**config.mk**
```make
export PLATFORM = sky130hd
export DESIGN_NAME = iec_bus_conditioner
export DESIGN_NICKNAME = d
export VERILOG_FILES = /design/src/rtl/iec_pkg.sv /design/src/rtl/iec_line_filter.sv /design/src/rtl/iec_bus_conditioner.sv
export SDC_FILE = /design/constraint.sdc
export NUM_CORES = 1
export LEC_CHECK = 0
export ABC_AREA = 1
export CAP_MARGIN = 20
export CORE_MARGIN = 3
export CORE_UTILIZATION = 52
export CTS_CLUSTER_SIZE = 10
export DETAILED_ROUTE_END_ITERATION = 10
export PLACE_DENSITY = 0.78
export REMOVE_ABC_BUFFERS = 1
export SYNTH_ARGS = -nofsm -noshare
export SYNTH_HDL_FRONTEND = slang
export SYNTH_SLANG_ARGS = --single-unit
```
**constraint.sdc**
```tcl
create_clock -name clk32 -period 1.55 [get_ports clk32]
set_input_delay 0.2325 -clock clk32 [delete_from_list [all_inputs] [get_ports clk32]]
set_output_delay 0.2325 -clock clk32 [all_outputs]
set_load 0.005 [all_outputs]
```
**src/rtl/iec_pkg.sv**
```systemverilog
// Shared definitions for the IEC bus conditioner.
//   IEC_ATN / IEC_CLK / IEC_DATA : index of each line in the 3-bit line vectors
//   FILT_CNT_W                   : width of the per-line stability counter
//   IEC_MAX_DRIVES               : largest supported NUM_DRIVES
package iec_pkg;

  localparam int IEC_ATN        = 0;
  localparam int IEC_CLK        = 1;
  localparam int IEC_DATA       = 2;
  localparam int IEC_NUM_LINES  = 3;

  localparam int FILT_CNT_W     = 4;
  localparam int IEC_MAX_DRIVES = 4;

endpackage

```
**src/rtl/iec_line_filter.sv**
```systemverilog
// Single-line glitch filter: 2-flop synchronizer followed by a stability
// counter. The filtered output only follows the synchronized input after it
// has disagreed with the current filtered value for FILT_LEN consecutive
// cycles.
//   clk_i   : clock
//   reset_i : synchronous active-high reset (output returns to 1)
//   raw_i   : asynchronous/raw line level
//   filt_o  : filtered line level (registered)
module iec_line_filter
  import iec_pkg::*;
#(
  parameter int FILT_LEN = 2
) (
  input  logic clk_i,
  input  logic reset_i,
  input  logic raw_i,
  output logic filt_o
);

  localparam logic [FILT_CNT_W-1:0] CNT_LAST = FILT_CNT_W'(FILT_LEN - 1);

  logic                  sync1_q, sync2_q;
  logic                  filt_q, filt_d;
  logic [FILT_CNT_W-1:0] cnt_q, cnt_d;

  // The counter only runs while the synchronized line disagrees with the
  // filtered value; any agreement restarts the count, so short pulses die.
  always_comb begin
    filt_d = filt_q;
    cnt_d  = '0;
    if (sync2_q != filt_q) begin
      if (cnt_q == CNT_LAST) begin
        filt_d = sync2_q;
      end else begin
        cnt_d = cnt_q + FILT_CNT_W'(1);
      end
    end
  end

  always_ff @(posedge clk_i) begin
    if (reset_i) begin
      sync1_q <= 1'b1;
      sync2_q <= 1'b1;
      filt_q  <= 1'b1;
      cnt_q   <= '0;
    end else begin
      sync1_q <= raw_i;
      sync2_q <= sync1_q;
      filt_q  <= filt_d;
      cnt_q   <= cnt_d;
    end
  end

  assign filt_o = filt_q;

endmodule

```
**src/rtl/iec_bus_conditioner.sv**
```systemverilog
// IEC serial-bus front end for multi-drive builds.
// Resolves the wired-AND CLK/DATA bus from the host and NUM_DRIVES drives
// (including ATN auto-acknowledge), filters ATN/CLK/DATA, flags ATN falling
// edges and generates the drive phase strobes.
//   clk32, reset                      : clock, synchronous active-high reset
//   host_clk/host_data/host_atn       : host line levels, 1 = released
//   drv_en/drv_clk_pull/drv_data_pull : per-drive enable and pull requests
//   drv_atna                          : per-drive ATNA latch
//   turbo                             : 1 = phase period CLK_DIV/2
//   bus_clk_raw/bus_data_raw          : combinational resolved lines
//   bus_atn/bus_clk/bus_data          : filtered lines
//   atn_fall                          : one-cycle strobe after bus_atn falls
//   p2_h_r/p2_h_f                     : phase rising/falling strobes
module iec_bus_conditioner
  import iec_pkg::*;
#(
  parameter int NUM_DRIVES = 2,   // 1..IEC_MAX_DRIVES
  parameter int FILT_LEN   = 2,   // 1..15
  parameter int CLK_DIV    = 32   // even, >= 4
) (
  input  logic                  clk32,
  input  logic                  reset,
  input  logic                  host_clk,
  input  logic                  host_data,
  input  logic                  host_atn,
  input  logic [NUM_DRIVES-1:0] drv_en,
  input  logic [NUM_DRIVES-1:0] drv_clk_pull,
  input  logic [NUM_DRIVES-1:0] drv_data_pull,
  input  logic [NUM_DRIVES-1:0] drv_atna,
  input  logic                  turbo,
  output logic                  bus_clk_raw,
  output logic                  bus_data_raw,
  output logic                  bus_atn,
  output logic                  bus_clk,
  output logic                  bus_data,
  output logic                  atn_fall,
  output logic                  p2_h_r,
  output logic                  p2_h_f
);

  // ---------------- bus resolution ----------------
  logic                  atn_asserted;
  logic [NUM_DRIVES-1:0] clk_pull;
  logic [NUM_DRIVES-1:0] data_pull;

  assign atn_asserted = ~host_atn;

  // A drive whose ATNA latch disagrees with the raw ATN state holds DATA low
  // in hardware, independent of its CPU.
  for (genvar gi = 0; gi < NUM_DRIVES; gi++) begin : g_drive
    assign clk_pull[gi]  = drv_en[gi] & drv_clk_pull[gi];
    assign data_pull[gi] = drv_en[gi] & (drv_data_pull[gi] | (drv_atna[gi] ^ atn_asserted));
  end

  assign bus_clk_raw  = host_clk  & ~|clk_pull;
  assign bus_data_raw = host_data & ~|data_pull;

  // ---------------- line filters ----------------
  logic [IEC_NUM_LINES-1:0] raw_lines;
  logic [IEC_NUM_LINES-1:0] filt_lines;

  assign raw_lines[IEC_ATN]  = host_atn;
  assign raw_lines[IEC_CLK]  = bus_clk_raw;
  assign raw_lines[IEC_DATA] = bus_data_raw;

  for (genvar gi = 0; gi < IEC_NUM_LINES; gi++) begin : g_filt
    iec_line_filter #(
      .FILT_LEN (FILT_LEN)
    ) u_filt (
      .clk_i   (clk32),
      .reset_i (reset),
      .raw_i   (raw_lines[gi]),
      .filt_o  (filt_lines[gi])
    );
  end

  assign bus_atn  = filt_lines[IEC_ATN];
  assign bus_clk  = filt_lines[IEC_CLK];
  assign bus_data = filt_lines[IEC_DATA];

  // ---------------- ATN falling-edge strobe ----------------
  logic atn_prev_q;
  logic atn_fall_q;

  always_ff @(posedge clk32) begin
    if (reset) begin
      atn_prev_q <= 1'b1;
      atn_fall_q <= 1'b0;
    end else begin
      atn_prev_q <= bus_atn;
      atn_fall_q <= atn_prev_q & ~bus_atn;
    end
  end

  assign atn_fall = atn_fall_q;

  // ---------------- phase generator ----------------
  localparam int               PER_W    = $clog2(CLK_DIV + 1);
  localparam logic [PER_W-1:0] PER_FULL = PER_W'(CLK_DIV);
  localparam logic [PER_W-1:0] PER_HALF = PER_W'(CLK_DIV / 2);

  logic [PER_W-1:0] cnt_q, cnt_d;
  logic [PER_W-1:0] per_q, per_d;
  logic             p2_r_q, p2_f_q;

  // The period is only re-sampled from turbo at the wrap, so a mid-period
  // turbo change never produces a truncated or stretched phase.
  always_comb begin
    cnt_d = cnt_q + PER_W'(1);
    per_d = per_q;
    if (cnt_q == per_q - PER_W'(1)) begin
      cnt_d = '0;
      per_d = turbo ? PER_HALF : PER_FULL;
    end
  end

  always_ff @(posedge clk32) begin
    if (reset) begin
      cnt_q  <= '0;
      per_q  <= PER_FULL;
      p2_r_q <= 1'b0;
      p2_f_q <= 1'b0;
    end else begin
      cnt_q  <= cnt_d;
      per_q  <= per_d;
      p2_r_q <= (cnt_q == '0);
      p2_f_q <= (cnt_q == (per_q >> 1));
    end
  end

  assign p2_h_r = p2_r_q;
  assign p2_h_f = p2_f_q;

endmodule

```
# After elaboration in Yosys (flattened, before gate mapping)
# Index checks and enable logic that the tools add are counted.
dict set report totals {
  register_bits 37
  out_inout_bits 8
  in_bits 14
}
dict set report op_classes {
  n_eq_ne 8
  n_bitwise 16
  n_addsub 5
  reduce_logical 12
  mux 1
}
# operator n
set ops {}
lappend ops {{adder 4 x 1 -> 4 bit (second input constant)} 3}
lappend ops {{equality test 4 x 1 -> 1 bit (second input constant)} 3}
lappend ops {{OR reduction 3 bit} 3}
lappend ops {{AND 1 bit} 7}
lappend ops {{adder 6 x 1 -> 6 bit (second input constant)} 1}
lappend ops {{equality test 6 x 5 -> 1 bit} 1}
lappend ops {{equality test 6 bit} 1}
lappend ops {{zero test 6 bit} 1}
lappend ops {{2-to-1 mux 6 bit} 1}
lappend ops {{AND reduction 2 bit} 3}
lappend ops {{OR reduction 2 bit} 3}
lappend ops {{subtractor 6 x 1 -> 6 bit (second input constant)} 1}
lappend ops {{NOT 1 bit} 5}
lappend ops {{!= test 1 bit} 3}
lappend ops {{zero test 1 bit} 2}
lappend ops {{OR 1 bit} 2}
lappend ops {{bitwise XOR 1 bit} 2}

# Longest topological paths before layout
dict set report logic_depth {
  depth_word 7
  mapped_depth 7
}

# Modules after synthesis
# A second synthesis with hierarchy kept.
dict set report unflattened {
  cells_unflattened 170
  hier_area_um2 1446.4
}
# module area_per_inst_um2 cells_each instances
set modules_own_cells {}
lappend modules_own_cells {iec_line_filter 285.3 31 3}
lappend modules_own_cells {iec_bus_conditioner 590.6 77 1}

# Least setup slack after synthesis
# Ideal clock, no wire load.
dict set report synth_path {
  path_kind {reg-to-reg}
  from {register cnt_q[0]}
  to {register cnt_q[2]}
  t_required_ns 1.433
  synth_period_minus_slack_ns 1.162
  path_slack_ns 0.388
  path_buffers 0
  arrival_ns 1.045
  stages_incl_launch_ff 7
  path_cell_list {dfxtp_1 -> ha_1 -> nand3_2 -> nor2_4 -> nand3_4 -> nand2_4 -> nor2_2}
}
dict set report synth_between {
  elab_chain_len 2
  word_cells_on_any_way 3
  classes_between {add/sub: 1; eq/ne: 1; reduce/logical: 1}
}
# item line
set synth_rtl {}
lappend synth_rtl {{start, declared} iec_bus_conditioner.sv:102} ;# logic [PER_W-1:0] cnt_q, cnt_d;
lappend synth_rtl {{start signal, assigned} iec_bus_conditioner.sv:124} ;# cnt_q <= cnt_d;
lappend synth_rtl {{parallel branches: the longest is 2 deep, another holds adder 6 x 1 -> 6 bit} --}
# Parallel ways; which one is timed is not known.
# A chain may end at the register's enable or synchronous reset.

# Worst setup path after layout
dict set report layout_path {
  from {register g_filt[2].u_filt.filt_q}
  to {output bus_data}
}
# item line
set layout_lines {}
lappend layout_lines {{start, declared} iec_line_filter.sv:23} ;# logic filt_q, filt_d;
lappend layout_lines {{start signal, assigned} iec_line_filter.sv:49} ;# filt_q <= filt_d;
lappend layout_lines {{end, declared} iec_bus_conditioner.sv:35} ;# output logic bus_data,
# No word-level cell between the ends.

==> metrics.cfg <==
[status]
run_status = completed

[clock_tree]
clkLatencyLatePin_ns = 0.34
tritoncts_num_sinks = 33
clk_root_buffer_cell = clkbuf_4
cts_buffer_depth = 2
number_of_buffers_created_by_cts = 5
postCtsSetupBuffers = 0
cts.reportedPaths.clkPinSlew_ns = 0.10
cts_hold_buffers = 0
h_tree_level_count = 2
clock_tree_from_tritoncts = yes

[global_route]
number_of_antenna_violations_at_the_first_check_in_global_routing = 0
grt_use_total = 0.162
grt_overflow = 0
grt_pass1_vias = 1076
grt_max_degree = 13
global_route_wire_length_before_repair_um = 4100

[timing]
report.final.hold_viol_count = 0
clock.fmax_mhz = 683
setup-tns-final_ns = 0
period_share = 0.944
unrepaired_setup_endpoints_after_global_routing = false
finalMaxSlewViolations = 0
skew_ns = 0.00481
max_slew_margin = 0.841
postLayoutSetupSlackWorst_ns = 0.0863
worst_pin_slew_ns = 0.238
finalCriticalPeriod_ns = 1.46
setup_viol_count_final = 0

[critical_path]
slowest_stage_delay_cp_ns = 0.51
worst-r2r-cell-count = 6
critPathLaunchType = flip-flop
cell_family_contributing_the_most_delay_on_the_critical_path = buffers and inverters
worst_case_register_to_register_setup_slack_ns = 0.28
critical_path.startpoint = g_filt[2].u_filt.filt_o
beginning_of_the_worst_register_to_register_path = cnt_q[0]
regToRegEndpoint = per_q[5]
slowest_stage = clkdlybuf4s50_1
worstPathMaxFanout = 3
end_kind = output port
worstPathArrival_ns = 1.23
crit_chain = clkdlybuf4s50_1
worstPathRequired_ns = 1.32
cp_num_buf_inv = 1
critical_path_class = flip-flop to output port

[floorplan]
initial_core_util = 0.555
dieHeight_um = 57.9
floorplan.die_area_sq_mm = 0.00335
floorplan.die.width_um = 57.9
placementRows = 18
core_outline_area_sq_mm = 0.00252
total_i_o_pin_count = 22

[cells_and_area]
diodes = 0
postLayoutCellArea_sq_mm = 0.00172
fillers = 214
sequential_cell_area_sq_um = 662
area_added_between_synthesis_and_finish_pct = 22.6
final_core_utilization = 0.680
post_route_cells_drive_above_1_share = 0.182
total_area_of_multi_input_combinational_cells_sq_um = 681
layout.nets = 208

[placed_design]
pre_cts_slack_ns = -0.346
portBuffers = 21
gp_routability_congestion = 0.808
dpl-instance-area_sq_mm = 0.00166
dp_hpwl_um = 1780

[pwr]
power.ir.vdd_worst_v = 0.000785
total_leakage_power_nw = 0.739
power_density_mw_per_mm2 = 896

[routing]
drc = 0
avgRoutedWirePerCell_um = 10.6
detailedRoute.firstPassIterationCount = 4
drtIter0Drc = 25
detail_route.vias_per_cell = 4.93
final_wirelength_um = 2300
final_antenna_net_count = 0
routed-via-count = 1069

[synthesis]
mappedNetlistArea_sq_mm = 0.00140
synth.most_common_cell = dfxtp_1
yosys.area_share.adder = 0.0716
synth-seq-area-share = 0.472
synth_flop_cell = dfxtp_1
synth_edf_count = 0
netlist_instances = 157
synthSimpleGateAreaFrac = 0.308
asyncSetResetFlopFracSynth = 0
largest_family_of_logic_cells_by_synthesized_area = simple AND/OR/NAND/NOR gates
synth_area_leader_cell = dfxtp_1
synth_area_leaders = dfxtp_1 47%, ha_1 7.2%, xor2_1 6.9%
synth_top_area_frac = 0.472
fraction_of_the_mapped_netlist_area_in_compound_gates = 0.00716
synth-seq-cells = 33
synth.avg_cell_area_sq_um = 8.91
synth_mux_area_frac = 0
post_synth_xor_area_fraction = 0.0939
yosys_warnings = 0
yosys-top-cells-count = 33 x dfxtp_1, 22 x nand2_1, 21 x nor2_1
synth_cell_types = 21

[worst_hold_path]
whs_path_depth = 2
hold_path_startpoint = host_atn
whs_endpoint = g_filt[0].u_filt.sync1_q
holdCritPathClass = input pin to flip-flop

[run]
max_cap_violations = 0

stage by stage:
step | instances | total power [mW] | hold WS [ns]
floorplan | 155 | 1.01 | 0.336
global placement | 209 | 1.09 | 0.394
detailed placement | 209 | 1.10 | 0.402
CTS | 217 | 1.56 | 0.302
global route | 217 | 1.62 | 0.335
finish | 217 | 1.54 | 0.336
kinds of logic (layout without fill, tap and decap cells):
group	after synthesis	count (layout)
AO/OA/AOI/OAI	2	2
XOR/XNOR	15	15
adder cells (fa/ha/maj)	8	8
buffers and inverters	17	47
flip-flops	33	33
AND/OR/NAND/NOR	82	82
worst reg2reg max path: stages, from the launching register on:
cell,delay [ns]
dfxtp_1,0.40
ha_1,0.22
nand3_2,0.13
nor2_4,0.16
nand3_4,0.11
nand2_1,0.08
nand3_1,0.07
how the worst max path moves through the flow:
stage,to,depth (start not counted)
after global placement,bus_data_raw,8
after floorplan,cnt_q[2],6
after CTS,bus_data_raw,8
after global routing,bus_clk,1
final,bus_data,1
after detailed placement,bus_data_raw,8
flip-flops by register name, indices dropped and copies added, names as in the netlist:
name                   flops
atn_fall                   1
atn_prev_q                 1
cnt_q                      6
g_filt.u_filt.cnt_q       12
g_filt.u_filt.filt_o       3
g_filt.u_filt.sync1_q      3
g_filt.u_filt.sync2_q      3
p2_h_f                     1
p2_h_r                     1
per_q                      2
layout by cell type, fill, tap and decap left out, types with 3 or more instances in the layout:
master,count
dfxtp_1,32
nand2_1,22
nor2_1,21
nand3_1,17
clkdlybuf4s50_1,17
inv_1,13
xor2_1,11
ha_1,8
nor2_2,6
or2_2,5
clkbuf_4,5
xnor2_1,4
dlygate4sd2_1,3
buf_4,3
power breakdown:
| part | switching [mW] | internal [mW] |
|---|---|---|
| registers | 0.0245 | 0.883 |
| clock network | 0.294 | 0.171 |
| logic | 0.0722 | 0.0927 |
what timing repair did:
action                                  4_1_cts  5_1_grt
endpoints found under the setup margin        2        2
pin swaps                                     1        0
gates resized for setup                       7        3
layout make-up:
type | count | share of cell area
Multi-Input combinational cell | 107 | 0.397
Sequential cell | 33 | 0.386
Timing Repair Buffer | 24 | 0.131
Inverter | 15 | 0.0328
Clock buffer | 5 | 0.0219
Tap cell | 30 | 0.0219
Clock inverter | 3 | 0.0102
metal layers:
metal  up-vias  track usage  part of all wire
met1       487        0.167              0.43
met3         7       0.0735             0.065
li1        549            -                 -
met5         -            0                 0
met2        26        0.279              0.49
met4         0       0.0762             0.017
(Power assumes the default switching activity.)
